[src/rtl/inert_intf_multi.sv]
// inert_intf_multi
//   Multi-axis inertial sensor interface. Drives a 16-bit SPI master link
//   (mode 3: SCLK idles high, MOSI changes on SCLK fall, MISO sampled on
//   SCLK rise), waits 2^PWRUP_W cycles after reset, writes the four
//   configuration registers, then on every synchronised INT rising edge
//   burst-reads NUM_AXES signed 16-bit axes (low byte then high byte).
//   Samples are box-car averaged over 2^AVG_LOG2 bursts before being shown.
//
//   Output handshake: there is no back-pressure. vld is a one-cycle pulse
//   that coincides with new contents on data; data holds until the next
//   pulse. ovr is a one-cycle pulse for an INT edge dropped mid-burst.
//
// Ports
//   clk, rst   : clock, asynchronous active-high reset
//   INT        : sensor data-ready (asynchronous)
//   MISO       : SPI data from sensor
//   SS_n, SCLK, MOSI : SPI master outputs
//   init_done  : configuration writes complete (sticky until rst)
//   vld        : one-cycle data-updated pulse
//   data       : packed signed axes, axis k at data[16k+15:16k]
//   ovr        : one-cycle overrun pulse
module inert_intf_multi #(
    parameter int         NUM_AXES  = 3,
    parameter logic [6:0] AXIS_BASE = 7'h22,
    parameter int         AVG_LOG2  = 0,
    parameter int         SCLK_DIV  = 16,
    parameter int         PWRUP_W   = 16
) (
    input  logic                     clk,
    input  logic                     rst,
    input  logic                     INT,
    input  logic                     MISO,
    output logic                     SS_n,
    output logic                     SCLK,
    output logic                     MOSI,
    output logic                     init_done,
    output logic                     vld,
    output logic [NUM_AXES*16-1:0]   data,
    output logic                     ovr
);

    localparam int          HALF      = SCLK_DIV / 2;
    localparam int          NBYTES    = 2 * NUM_AXES;
    localparam int          AW        = 16 + AVG_LOG2;
    localparam logic [15:0] HALF_LAST = 16'(HALF - 1);
    localparam logic [2:0]  BIDX_LAST = 3'(NBYTES - 1);
    localparam logic [4:0]  SMP_LAST  = 5'((1 << AVG_LOG2) - 1);

    typedef enum logic [2:0] {
        S_PWRUP = 3'd0,
        S_CFG   = 3'd1,
        S_IDLE  = 3'd2,
        S_RD    = 3'd3,
        S_ACC   = 3'd4
    } state_t;

    // state_q is the observable FSM state for bound checkers
    state_t state_q, state_d;

    function automatic logic [15:0] cfg_word(input logic [1:0] idx);
        case (idx)
            2'd0:    cfg_word = 16'h0D02;
            2'd1:    cfg_word = 16'h1053;
            2'd2:    cfg_word = 16'h1150;
            default: cfg_word = 16'h1460;
        endcase
    endfunction

    // INT synchroniser and rising-edge detect
    logic int_s1_q, int_s2_q, int_s3_q;
    logic int_edge;
    assign int_edge = int_s2_q & ~int_s3_q;

    // SPI frame engine. A frame is 35 half-SCLK phases:
    //   0      : SS_n low, lead-in
    //   1..32  : odd phase ends with SCLK rise, even phase ends with fall
    //   32 end : SS_n rises
    //   33,34  : inter-frame gap of SCLK_DIV cycles with SS_n high
    logic        busy_q;
    logic [5:0]  ph_q;
    logic [15:0] hc_q;
    logic [15:0] tx_q, rx_q;
    logic        ss_n_q, sclk_q, mosi_q;
    logic        half_end, spi_done;
    logic        start_frame;
    logic [15:0] frame_word;

    assign half_end = busy_q && (hc_q == HALF_LAST);
    assign spi_done = half_end && (ph_q == 6'd34);

    always_ff @(posedge clk or posedge rst) begin
        if (rst) begin
            busy_q <= 1'b0;
            ph_q   <= '0;
            hc_q   <= '0;
            tx_q   <= '0;
            rx_q   <= '0;
            ss_n_q <= 1'b1;
            sclk_q <= 1'b1;
            mosi_q <= 1'b0;
        end else if (start_frame) begin
            busy_q <= 1'b1;
            ss_n_q <= 1'b0;
            ph_q   <= '0;
            hc_q   <= '0;
            tx_q   <= frame_word;
        end else if (busy_q) begin
            if (half_end) begin
                hc_q <= '0;
                ph_q <= ph_q + 6'd1;
                if (ph_q == 6'd34) begin
                    busy_q <= 1'b0;
                end else if (ph_q == 6'd32) begin
                    ss_n_q <= 1'b1;
                    mosi_q <= 1'b0;
                end else if (ph_q < 6'd32) begin
                    if (ph_q[0]) begin
                        sclk_q <= 1'b1;
                        rx_q   <= {rx_q[14:0], MISO};
                    end else begin
                        sclk_q <= 1'b0;
                        mosi_q <= tx_q[15];
                        tx_q   <= {tx_q[14:0], 1'b0};
                    end
                end
            end else begin
                hc_q <= hc_q + 16'd1;
            end
        end
    end

    // Datapath registers
    logic [PWRUP_W-1:0]           pw_q;
    logic [1:0]                   cfg_idx_q;
    logic                         init_done_q;
    logic [2:0]                   bidx_q;
    logic [7:0]                   bytes_q [NBYTES];
    logic signed [AW-1:0]         acc_q   [NUM_AXES];
    logic signed [AW-1:0]         acc_sum [NUM_AXES];
    logic [4:0]                   smp_q;
    logic [NUM_AXES*16-1:0]       data_q;
    logic                         vld_q, ovr_q, ovr_d;
    logic                         pw_done, last_byte, win_wrap;

    assign pw_done   = &pw_q;
    assign last_byte = (bidx_q == BIDX_LAST);
    assign win_wrap  = (smp_q == SMP_LAST);

    always_comb begin
        for (int k = 0; k < NUM_AXES; k++) begin
            acc_sum[k] = acc_q[k] + AW'($signed({bytes_q[2*k+1], bytes_q[2*k]}));
        end
    end

    // FSM: state register
    always_ff @(posedge clk or posedge rst) begin
        if (rst) state_q <= S_PWRUP;
        else     state_q <= state_d;
    end

    // FSM: next state
    always_comb begin
        state_d = state_q;
        case (state_q)
            S_PWRUP: if (pw_done) state_d = S_CFG;
            S_CFG:   if (spi_done && cfg_idx_q == 2'd3) state_d = S_IDLE;
            S_IDLE:  if (int_edge && init_done_q) state_d = S_RD;
            S_RD:    if (spi_done && last_byte) state_d = S_ACC;
            S_ACC:   state_d = S_IDLE;
            default: state_d = S_PWRUP;
        endcase
    end

    // FSM: outputs (frame launches and overrun detect)
    logic [6:0] next_addr;
    always_comb begin
        start_frame = 1'b0;
        frame_word  = '0;
        next_addr   = AXIS_BASE + {4'b0, bidx_q} + 7'd1;
        ovr_d       = 1'b0;
        case (state_q)
            S_PWRUP: if (pw_done) begin
                start_frame = 1'b1;
                frame_word  = cfg_word(2'd0);
            end
            S_CFG: if (spi_done && cfg_idx_q != 2'd3) begin
                start_frame = 1'b1;
                frame_word  = cfg_word(cfg_idx_q + 2'd1);
            end
            S_IDLE: if (int_edge && init_done_q) begin
                start_frame = 1'b1;
                frame_word  = {1'b1, AXIS_BASE, 8'h00};
            end
            S_RD: begin
                ovr_d = int_edge;
                if (spi_done && !last_byte) begin
                    start_frame = 1'b1;
                    frame_word  = {1'b1, next_addr, 8'h00};
                end
            end
            S_ACC: ovr_d = int_edge;
            default: ;
        endcase
    end

    always_ff @(posedge clk or posedge rst) begin
        if (rst) begin
            int_s1_q    <= 1'b0;
            int_s2_q    <= 1'b0;
            int_s3_q    <= 1'b0;
            pw_q        <= '0;
            cfg_idx_q   <= '0;
            init_done_q <= 1'b0;
            bidx_q      <= '0;
            smp_q       <= '0;
            data_q      <= '0;
            vld_q       <= 1'b0;
            ovr_q       <= 1'b0;
            for (int k = 0; k < NBYTES; k++)   bytes_q[k] <= '0;
            for (int k = 0; k < NUM_AXES; k++) acc_q[k]   <= '0;
        end else begin
            int_s1_q <= INT;
            int_s2_q <= int_s1_q;
            int_s3_q <= int_s2_q;
            vld_q    <= 1'b0;
            ovr_q    <= ovr_d;
            case (state_q)
                S_PWRUP: pw_q <= pw_q + 1'b1;
                S_CFG: if (spi_done) begin
                    cfg_idx_q <= cfg_idx_q + 2'd1;
                    if (cfg_idx_q == 2'd3) init_done_q <= 1'b1;
                end
                S_IDLE: bidx_q <= '0;
                S_RD: if (spi_done) begin
                    for (int k = 0; k < NBYTES; k++) begin
                        if (bidx_q == 3'(k)) bytes_q[k] <= rx_q[7:0];
                    end
                    bidx_q <= bidx_q + 3'd1;
                end
                S_ACC: begin
                    smp_q <= win_wrap ? 5'd0 : smp_q + 5'd1;
                    // Only complete windows reach data; arithmetic shift floors.
                    for (int k = 0; k < NUM_AXES; k++) begin
                        if (win_wrap) begin
                            data_q[16*k +: 16] <= 16'(acc_sum[k] >>> AVG_LOG2);
                            acc_q[k]           <= '0;
                        end else begin
                            acc_q[k] <= acc_sum[k];
                        end
                    end
                    vld_q <= win_wrap;
                end
                default: ;
            endcase
        end
    end

    assign SS_n      = ss_n_q;
    assign SCLK      = sclk_q;
    assign MOSI      = mosi_q;
    assign init_done = init_done_q;
    assign vld       = vld_q;
    assign data      = data_q;
    assign ovr       = ovr_q;

endmodule

[config.mk]
export PLATFORM = sky130hd
export DESIGN_NAME = inert_intf_multi
export DESIGN_NICKNAME = d
export VERILOG_FILES = /design/src/rtl/inert_intf_multi.sv
export SDC_FILE = /design/constraint.sdc
export NUM_CORES = 1
export LEC_CHECK = 0
export BUFFER_PORTS_ARGS = -buffer_cell sky130_fd_sc_hd__buf_2
export CAP_MARGIN = 10
export CORE_MARGIN = 1.5
export CORE_UTILIZATION = 60
export CTS_CLUSTER_SIZE = 40
export DETAILED_ROUTE_END_ITERATION = 8
export GPL_TIMING_DRIVEN = 0
export PLACE_DENSITY = 0.85
export SYNTH_ARGS = -nofsm -noshare
export SYNTH_HDL_FRONTEND = slang
export SYNTH_SLANG_ARGS = --single-unit
[constraint.sdc]
create_clock -name clk -period 8.9 [get_ports clk]
set_input_delay 0.89 -clock clk [delete_from_list [all_inputs] [get_ports clk]]
set_output_delay 0.89 -clock clk [all_outputs]
set_load 0.03 [all_outputs]
* Word level (Yosys, flattened, before mapping)
Index checks and enable logic that the tools add are counted. Widths: inputs -> output; s select.
Operators by class: eq/ne operators 25, bitwise gates (word level) 5, $add $sub $neg 11, order comparisons 1, reductions and logical operators 37, multiplexer cells 50
Operators by type and width (count):
- $mux 16 | 15
- $pmux 16 s4 | 1
- $add 16x16->16 | 3
- $pmux 13 s3 | 1
- $add 16x1->16 const B | 2
- $reduce_and 3->1 | 7
- $mux 1 | 19
- $mux 6 | 3
- $reduce_and 6->1 | 3
- $eq 16x3->1 const B | 1
- $ne 2x2->1 const B | 8
- $reduce_and 16->1 | 1
- $mux 3 | 5
- $pmux 3 s5 | 1
- $mux 13 | 1
- $eq 3x2->1 const B | 4
- $eq 6x6->1 const B | 2
- $mux 12 | 1
- $reduce_bool 2->1 | 6
- $eq 3x3->1 const B | 3
- $reduce_and 2->1 | 4
- $reduce_and 4->1 | 2
- $add 6x3->7 const A | 1
- $add 7x1->7 const B | 1
- 21 further kinds | 34
Storage, ports and cells: bits in registers 229, logic and storage cells 158, input port bits 4, output and inout port bits 54

* Longest topological paths before layout
depth after elaboration 8, depth in mapped cells 11

* Worst setup path after synthesis
No wires, ideal clock.
path type register to register, start point register bytes_q[44] in the netlist's numbering, end point register data_q[13], in the netlist data[13], data arrival time 2.298 ns, period minus slack after synthesis 2.423 ns, setup slack 6.477 ns, path buffers 0, data required time 8.775 ns, cell stages (with the launch flop) 10, setup time 0.125 ns, cells stage by stage dfrtp_1 -> ha_1 -> a21oi_2 -> nand2_1 -> o211ai_1 -> a21boi_0 -> o41ai_2 -> o21ai_0 -> xor2_1 -> mux2_2
On the way: longest elaborated chain between the ends 1
RTL lines:
- start: declaration | RTL line 137 | logic [7:0] bytes_q [NBYTES];
- start signal: indexed assignment | RTL line 236 | if (bidx_q == 3'(k)) bytes_q[k] <= rx_q[7:0];
- $add 16x16->16 | RTL line 151 | acc_sum[k] = acc_q[k] + AW'($signed({bytes_q[2*k+1], bytes_q[2*k]}));
- end signal: indexed assignment | RTL line 245 | data_q[16*k +: 16] <= 16'(acc_sum[k] >>> AVG_LOG2);
- end: declaration | RTL line 141 | logic [NUM_AXES*16-1:0] data_q;
No other way between the ends. A chain may end at the register's enable or synchronous reset.

* Worst setup path in the final report
Same ends and word-level chain as after synthesis.

==> impl_summary.md <==
Status
The flow ran to the end, and the final reports show no timing, DRC or antenna violations.

Min path
The class of the worst hold path is reg -> reg. In this run the most critical hold path is launched from int_s1_q$_DFF_PP0_.

Setup path
The endpoint identified for the worst register-to-register timing path is data[13]$_DFFE_PP0P_. The most critical setup path has its endpoint at data[13]$_DFFE_PP0P_. By startpoint and endpoint, the worst setup path is classified as reg -> reg.

The kind of end point of the critical path is a register. The worst register-to-register path begins at bytes_q[44]$_DFFE_PP0P_. The required time reported for the critical path endpoint is 9.30 ns. STA classifies the critical path startpoint as a register. The worst path arrival time is 3.28 ns.

Tracing the worst setup path back leads to its startpoint at bytes_q[44]$_DFFE_PP0P_. Setup slack on the worst reg-to-reg path comes out at 6.02 ns. The number of cells on the worst reg-to-reg path is 9. The highest net fanout along the worst path is 5.

STA
The minimum period implied by the final worst setup slack is 2.88 ns. The worst slew margin relative to its limit is 40.9%. The number of max-slew violations in the final report came to 0.

The clock tree skew after final layout is 0.00907 ns. At the pin with the least slew margin, the transition time is 0.879 ns. Setup repair after global routing left no endpoint under its margin.

The share of the clock period used by the worst path is 32.4%. The number of endpoints with negative hold slack in the final report is 0. The number of failing setup endpoints in the final timing report is 0. Timing would allow up to 347 MHz. The worst hold-check slack is 0.352 ns.

Clock network
The insertion delay to the later sink of the worst-skew pair is 0.52 ns. After clock tree synthesis, the setup repair step added 0 buffers. The deepest level of the CTS H-tree is 1. TritonCTS created 25 clock buffers. TritonCTS built the clock tree. Clock-pin slew was measured on the worst setup and hold paths at 0.06 ns. The post-cts gate resize count is 0. Hold repair after CTS inserted 0 buffers.

The number of clock sinks is 229. The cell chosen for the clock root is clkbuf_16. Counting along the longest clock path gives a buffer depth of 3.

Layout
The antenna diode count is 0. The layout has 1340 filler cells. At the end of the flow, the number of nets in the layout was 1254.

Compared with the post-synthesis result, the final layout area differs by 11.9%. Excluding fillers, the count of instances in the completed layout stands at 1432. After routing the design area is 0.0128 mm^2.

The share of cells above drive strength 1 is 16.2%.

Logic synthesis
The cell with the most instances after synthesis is dfrtp_1. The leading register cell type out of synthesis is dfrtp_1. The commonest cells after synthesis are 227 x dfrtp_1, 177 x nand2_1, 102 x o21ai_0. The register bit total from synthesis is 229. The number of enable flip-flop cells after synthesis is 0.

The mapped netlist covers 0.0114 mm^2. After synthesis, the cell types taking the most area are dfrtp_1 50%, ha_1 6.9%, mux2_2 6.1%. The proportion of netlist area held by the largest area contributor is 49.8%.

The sequential-to-total area share from yosys stat is 50.3%. Synthesis produced a netlist whose cell count is 1099. The synthesized net count is 1169.

The cell accounting for the most synthesized area is dfrtp_1. A synthesized cell averages 10.4 um^2. After synthesis, the share of flip-flops with an asynchronous set or reset is 100%. The total number of yosys warnings is 0. Counting distinct cell types in the post-synthesis netlist gives 64.

Route
The residual antenna-violating net count after detailed routing is 0. The first routing iteration left 541 violations. For this run, design rule violations remaining after detail routing come to 0. The detail-routed via count per cell is 5.98. The total number of vias is 8569. For this block, the routed nets add up to 25.6 mm of wire. The per-cell routed wire length is 17.9 um. Before antenna repair, the detailed router went through 5 iterations.

Placed design
The number of placed instances, taps included, is 1391. The placed wire-length estimate is 17.5 mm. The final weighted congestion in routability-driven placement is 0.889. The number of input and output port buffers inserted is 57. Once placement finished, the instance area stood at 0.0120 mm^2.

Global route
The number of global-route vias before repair is 8328. The initial antenna violation count is 0. The pin count of the biggest net entering global routing is 129. The wire length of the first global-routing pass is 42.0 mm.

Global routing used 26.5% of the available tracks across all layers. Summed over all layers, the global routing overflow is 0.

Power
Across the VDD grid, the largest voltage drop is 0.000146 V. The leakage power figure is 6.40 nW. Dividing total power by cell area gives a power density of 159 mW/mm^2. The post-route total power is 0.00202 W.

Floorplan
From left edge to right edge, the die measures 141 um. The die covers 0.0198 mm^2. The area inside the core boundary is 0.0187 mm^2.

Measured along the y axis, the die boundary spans 141 um. The number of top-level pins is 58. The initial core utilization is 61.0%. The floorplan has 50 rows.

Flow run
The total of max-cap violations is 0.
==> sequential cells by signal, indices dropped and copies added (netlist names), 2 cells and up <==
signal / count
hc_q: 16
bidx_q: 3
rx_q: 8
state_q: 3
cfg_idx_q: 2
tx_q: 16
acc_q: 48
smp_q: 5
bytes_q: 48
data: 48
ph_q: 6
pw_q: 16
==> placed cells by master (no fill, tap or decap), types with 4 or more instances in the layout <==
master and count:
dfrtp_1 227, nand2_1 177, o21ai_0 102, buf_2 66, nor2_1 63, ha_1 63
mux2_2 62, xor2_1 46, a21oi_1 39, nand3_1 33, clkbuf_1 33, xnor2_1 30
inv_1 25, clkbuf_16 25, nand2b_1 15, nand4_1 14, a22o_1 13, and3_1 12
or3_1 11, nor2b_1 11, o211ai_1 11, nor3_1 9, a21o_1 9, o31ai_1 8
clkinv_2 7, or2_2 6, o21a_1 6, a31oi_1 6, a211oi_1 4, o22ai_1 4
==> cells by family (layout without fill, tap and decap cells) <==
group,Yosys count,after routing,share of synthesized area (%)
buffers and inverters,66,165,2.40
xor gates and xnor gates,76,76,5.84
and+or+nand+nor,374,374,15.7
adders and majority gates,66,66,7.44
DFF,229,229,50.3
muxes,65,65,6.38
AOI/OAI and AO/OA,223,223,12.0
==> how the worst min path moves through the flow <==
stage | depth (start not counted) | slack [ns] | end
global route | 0 | 0.36 | int_s2_q$_DFF_PP0_
detailed placement | 0 | 0.34 | int_s2_q$_DFF_PP0_
finish | 0 | 0.35 | int_s2_q$_DFF_PP0_
global placement | 0 | 0.33 | int_s2_q$_DFF_PP0_
CTS | 0 | 0.35 | int_s2_q$_DFF_PP0_
floorplan | 0 | 0.33 | int_s2_q$_DFF_PP0_
==> through the flow <==
stage | utilization (%) | TNS [ns] | setup slack [ns]
5_1_grt | 68.2 | 0 | 5.89
6_report | 68.2 | 0 | 6.02
2_1_floorplan | - | 0 | 1.74
4_1_cts | 68.2 | 0 | 6.06
3_3_place_gp | 64.1 | -106.32 | -0.482
3_5_place_dp | 64.3 | 0 | 6.10
==> per-layer routing <==
layer	wire (um)	vias to the layer above	track usage, %	share of wire (%)
li1	-	4010	-	-
met1	11000	4230	35.3	43
met2	12000	249	43.7	47
met3	1400	80	3.91	5.5
met4	1180	0	11.6	4.6
met5	0	-	0	0
==> where the power goes <==
| group | internal, W | leakage [nW] | switching, W |
|---|---|---|---|
| registers | 0.00104 | 3.17 | 0.00000118 |
| logic | 0.00000220 | 2.86 | 0.0000196 |
| clock network | 0.000557 | 0.371 | 0.000401 |
==> final cells by class <==
| type | instances | area (um^2) | area share [%] |
|---|---|---|---|
| repair buffers | 58 | 313 | 2.45 |
| plain buffers | 39 | 173 | 1.35 |
| inverters | 27 | 109 | 0.853 |
| multi-input cells | 804 | 5400 | 42.3 |
| clock inverters | 8 | 65.1 | 0.510 |
| clock buffers | 33 | 676 | 5.29 |
| well taps | 234 | 293 | 2.29 |
| flip-flops and latches | 229 | 5730 | 44.9 |
==> critical path: stages (launching register included) <==
cell      delay [ns]
dfrtp_1         0.39
ha_1            0.38
a21oi_2         0.21
nand2_1         0.09
o211ai_1        0.20
a21boi_0        0.19
o41ai_2         0.58
o21ai_0         0.22
xor2_1          0.21
mux2_2          0.28
(Power assumes the default switching activity.)
